`config.mk`:
```
export PLATFORM = sky130hd
export DESIGN_NAME = p_fxp_acc_seq
export DESIGN_NICKNAME = d
export VERILOG_FILES = /design/src/rtl/p_fxp_acc_seq.sv
export SDC_FILE = /design/constraint.sdc
export NUM_CORES = 1
export LEC_CHECK = 0
export ABC_AREA = 1
export BUFFER_PORTS_ARGS = -buffer_cell sky130_fd_sc_hd__buf_2
export CAP_MARGIN = 30
export CORE_AREA = 2 2 118 120
export CTS_CLUSTER_SIZE = 14
export DETAILED_ROUTE_END_ITERATION = 7
export DIE_AREA = 0 0 120 122
export PLACE_DENSITY = 0.69
export SYNTH_ARGS = -nofsm -noshare
export SYNTH_HDL_FRONTEND = slang
export SYNTH_SLANG_ARGS = --single-unit
export TNS_END_PERCENT = 100
```
`constraint.sdc`:
```
create_clock -name clk -period 5.1 [get_ports clk]
set_input_delay 0.51 -clock clk [delete_from_list [all_inputs] [get_ports clk]]
set_output_delay 0.51 -clock clk [all_outputs]
set_load 0.03 [all_outputs]
```
`src/rtl/p_fxp_acc_seq.sv`:
```
// Sequencer that streams IN-lane beats through an external p_fxp_acc tree and accumulates the per-beat sums into one job result.
// Define P_FXP_ACC_SEQ_SAT_EN to clamp the partial sum on overflow; otherwise it wraps modulo 2^PREC.
module p_fxp_acc_seq #(
  parameter int IN    = 8,
  parameter int PREC  = 16,
  parameter int LEN_W = 8
) (
  input  logic                 clk,
  input  logic                 reset,
  input  logic                 start,
  input  logic [LEN_W-1:0]     len,
  input  logic                 in_valid,
  output logic                 in_ready,
  input  logic [IN*PREC-1:0]   in_data,
  output logic [IN*PREC-1:0]   tree_in,
  input  logic [PREC-1:0]      tree_sum,
  input  logic                 tree_ovf,
  output logic                 out_valid,
  input  logic                 out_ready,
  output logic [PREC-1:0]      out_data,
  output logic                 out_ovf,
  output logic                 busy
);

  typedef enum logic [1:0] {
    IDLE = 2'd0,
    ACC  = 2'd1,
    DONE = 2'd2
  } state_t;

  localparam logic [PREC-1:0] SAT_MAX = {1'b0, {(PREC-1){1'b1}}};
  localparam logic [PREC-1:0] SAT_MIN = {1'b1, {(PREC-1){1'b0}}};

  state_t           state_q;
  logic [PREC-1:0]  partial_q, partial_d;
  logic [LEN_W-1:0] cnt_q, cnt_d;
  logic [LEN_W-1:0] len_q;
  logic             ovf_q, ovf_d;
  logic [PREC:0]    sum_w;
  logic             add_ovf;

  assign tree_in = in_data;

  // Sign-extend both operands by one bit so a disagreement of the top two bits flags overflow.
  always_comb begin
    sum_w   = {partial_q[PREC-1], partial_q} + {tree_sum[PREC-1], tree_sum};
    add_ovf = sum_w[PREC] ^ sum_w[PREC-1];
`ifdef P_FXP_ACC_SEQ_SAT_EN
    partial_d = add_ovf ? (sum_w[PREC] ? SAT_MIN : SAT_MAX) : sum_w[PREC-1:0];
`else
    partial_d = sum_w[PREC-1:0];
`endif
    ovf_d = ovf_q | tree_ovf | add_ovf;
    cnt_d = cnt_q + LEN_W'(1);
  end

  always_ff @(posedge clk) begin
    if (reset) begin
      state_q   <= IDLE;
      partial_q <= '0;
      cnt_q     <= '0;
      len_q     <= '0;
      ovf_q     <= 1'b0;
    end else begin
      case (state_q)
        IDLE: begin
          if (start) begin
            partial_q <= '0;
            cnt_q     <= '0;
            ovf_q     <= 1'b0;
            len_q     <= len;
            state_q   <= (len == '0) ? DONE : ACC;
          end
        end
        ACC: begin
          if (in_valid) begin
            partial_q <= partial_d;
            ovf_q     <= ovf_d;
            cnt_q     <= cnt_d;
            if (cnt_d == len_q) state_q <= DONE;
          end
        end
        DONE: begin
          if (out_ready) state_q <= IDLE;
        end
        default: state_q <= IDLE;
      endcase
    end
  end

  // Result outputs are forced to zero outside DONE so idle and reset read back clean.
  assign in_ready  = (state_q == ACC);
  assign out_valid = (state_q == DONE);
  assign out_data  = (state_q == DONE) ? partial_q : '0;
  assign out_ovf   = (state_q == DONE) ? ovf_q : 1'b0;
  assign busy      = (state_q != IDLE);

endmodule

```
==> flow_summary.yaml <==
timing:
  fin_crit_ns: 2.22
  rsz0062_at_grt: "false"
  skew_ns: 0.00323
  worstMarginPinSlew_ns: 0.809
  setup_viol: 0
  max_freq_mhz: 451
  final_max_slew_viol_count: 0
  post-route-period-util_pct: 43.5
  relSlewSlack_pct: 45.9
  setup_tns_ns: 0
  finalHoldViolCount: 0
placed_design:
  dp_hpwl_mm: 7.06
  io_buffers: 49
  place_area_um2: 3080
  finalWeightedCongestion: 0.804
routing:
  ant_nets: 0
  vias: 2967
  firstDrtPassIters: 4
  wire_per_inst_um: 13.8
  drc_errors: 0
  viasPerCell: 4.49
  wirelength_mm: 9.12
  drt_iter0_drc: 107
floorplan:
  die_w_um: 120
  core_um2: 13500
  rows: 43
  fp.dieH_um: 122
  start_util_pct: 26.8
  io-pin-count: 306
  dieArea_um2: 14600
setup_path:
  worstPathRequired_ns: 4.59
  end_kind: "output port"
  r2r-end: "partial_q[12]$_SDFFE_PP0P_"
  r2r-start: "partial_q[0]$_SDFFE_PP0P_"
  worstPathArrival_ns: 1.71
  ff2ff_setup_slack_ns: 3.12
  r2r_cells: 11
  path_class: "reg2out"
  crit_path_max_fanout: 19
  crit_path_start_kind: "register"
clock_tree:
  clkLatencyLatePin_ns: 0.28
  cts_hold_buf: 0
  cts_resized: 0
  clock_sinks: 35
  htreeDepth: 2
  cts_tree: "built"
  clockBufferDepth: 2
  cts_root_buf: "clkbuf_16"
  clk_pin_slew_ns: 0.06
  cts_buffers: 5
  post_cts_buffers: 0
global_routing:
  overflow: 0
  grt_pass1_vias: 2930
  grt_first_pass_wirelength_mm: 14.4
  grt_max_degree: 26
  antenna_found_initial: 0
  grt_use_total_pct: 12.4
synth:
  seq_area_frac_synth_pct: 19.4
  synth_seq_cells: 35
  syn_inst: 562
  synth.avg_cell_area_um2: 6.44
  synth_edf_count: 0
  syn_area_um2: 3620
  ys.flop_type: "dfxtp_1"
  ys_async_sr_fraction_pct: 0
  ys_warn_count: 0
  synth.distinct_cells: 32
  synth_nets: 738
cells_and_area:
  nNetsFinal: 656
  design_area_um2: 3270
  multi_input_area_um2: 1660
  seq_area_um2: 701
  fillers: 1545
  drive_gt1_share_pct: 14.3
  antenna_cells: 0
  syn_to_final_growth_pct: -9.69
  fin_util_pct: 24.2
hold_path:
  hp-start: "len[3]"
  min_path_type: "in2reg"
  hold_depth: 3
  whs_endpoint: "len_q[3]$_SDFFE_PP0P_"
outcome:
  status: "finished, final reports clean"
power:
  ir_drop_v: 0.000207
  power_leakage_nw: 1.48
  power_density_nw_per_um2: 363
run:
  maxCapViolCount: 0
==> logic make-up (layout without fill, tap and decap cells) <==
logic type	Yosys count	in the layout	share of synthesized area, %
AOI/OAI and AO/OA	87	87	13.1
xor gates and xnor gates	2	2	0.484
adders and majority gates	18	18	6.43
buffers and inverters	205	124	34.9
DFF	35	35	19.4
and+or+nand+nor	215	215	25.8
==> sequential cells by signal, summed over array words and instances (netlist names) <==
signal     cells
cnt_q          8
partial_q     16
state_q        2
len_q          8
ovf_q          1
==> per-layer routing <==
layer / global-route usage (%) / vias up / routed length, um
met1: 13.0 / 1275 / 3410
met3: 5.99 / 43 / 1060
li1: - / 1492 / -
met2: 21.2 / 157 / 4310
met4: 5.66 / 0 / 344
met5: 0 / - / 0
==> worst max-delay path, cell delays in order (launching register included) <==
cell and delay [ns]:
dfxtp_1 0.31, inv_1 0.08, nand2_1 0.47, nor2_1 0.32, buf_2 0.24
==> cell usage after synthesis, types with 2 or more instances <==
master	number	area [um2]
o21ai_0	16	80.1
nor2_4	4	45.0
o21bai_1	6	45.0
a21oi_1	52	260
buf_4	130	976
inv_2	4	15.0
clkbuf_1	5	18.8
ha_1	17	213
nand2_1	105	394
o21ai_1	9	45.0
or2_2	2	12.5
dfxtp_1	35	701
nand3b_1	2	15.0
and2_1	3	18.8
inv_1	62	233
nand4_1	4	25.0
a21boi_0	2	15.0
nor2_1	49	184
nand3_1	39	195
nor2_2	2	12.5
buf_2	3	15.0
==> worst max-delay path by stage <==
stage / startpoint / to / cells after the start
after floorplan: tree_sum[0] / partial_q[12]$_SDFFE_PP0P_ / 11
after global placement: tree_sum[0] / partial_q[12]$_SDFFE_PP0P_ / 12
after detailed placement: tree_sum[0] / ovf_q$_SDFFE_PP0P_ / 12
after CTS: state_q[0]$_SDFFE_PP0P_ / out_ovf / 4
after global routing: state_q[0]$_SDFFE_PP0P_ / out_ovf / 4
final: state_q[0]$_SDFFE_PP0P_ / out_data[8] / 4
==> final cells by class <==
| class | instances | area share (%) |
|---|---|---|
| Multi-Input combinational cell | 322 | 50.7 |
| Timing Repair Buffer | 49 | 7.51 |
| Inverter | 67 | 7.70 |
| Sequential cell | 35 | 21.4 |
| Tap cell | 180 | 6.89 |
| Clock inverter | 2 | 1.84 |
| Clock buffer | 6 | 3.94 |
==> power breakdown <==
| group | switching [mW] | leakage (nW) | internal, mW | total (mW) |
|---|---|---|---|---|
| registers | 0.0353 | 0.286 | 0.317 | 0.352 |
| clock network | 0.121 | 0.0911 | 0.280 | 0.401 |
| logic | 0.290 | 1.10 | 0.143 | 0.433 |
==> metrics by stage <==
| step | instances | power (mW) | hold slack, ns | setup slack (ns) |
|---|---|---|---|---|
| after floorplan | 562 | 0.878 | 0.445 | 3.14 |
| after global placement | 653 | 0.789 | 0.459 | 2.90 |
| after detailed placement | 653 | 0.794 | 0.470 | 2.85 |
| after CTS | 661 | 1.20 | 0.466 | 2.77 |
| after global routing | 661 | 1.28 | 0.482 | 2.65 |
| final | 661 | 1.19 | 0.471 | 2.88 |
==> cell usage in the layout, fill, tap and decap left out, drive strengths merged <==
cell type  Yosys  layout
nor3           1       1
o21bai         6       6
clkbuf         5       6
nor4           1       1
a21oi         52      52
o21ai         25      25
nand4          4       4
inv           66      66
nand3         39      39
nand2        105     105
bufinv         0       2
xor2           1       1
ha            17      17
nor2          55      55
buf          133      49
o22ai          1       1
o21a           1       1
a21boi         2       2
fa             1       1
or2            4       4
nand2b         1       1
nand3b         2       2
clkinv         1       1
dfxtp         35      35
and2           3       3
xnor2          1       1
No activity file was read; power rests on OpenSTA's default activity.
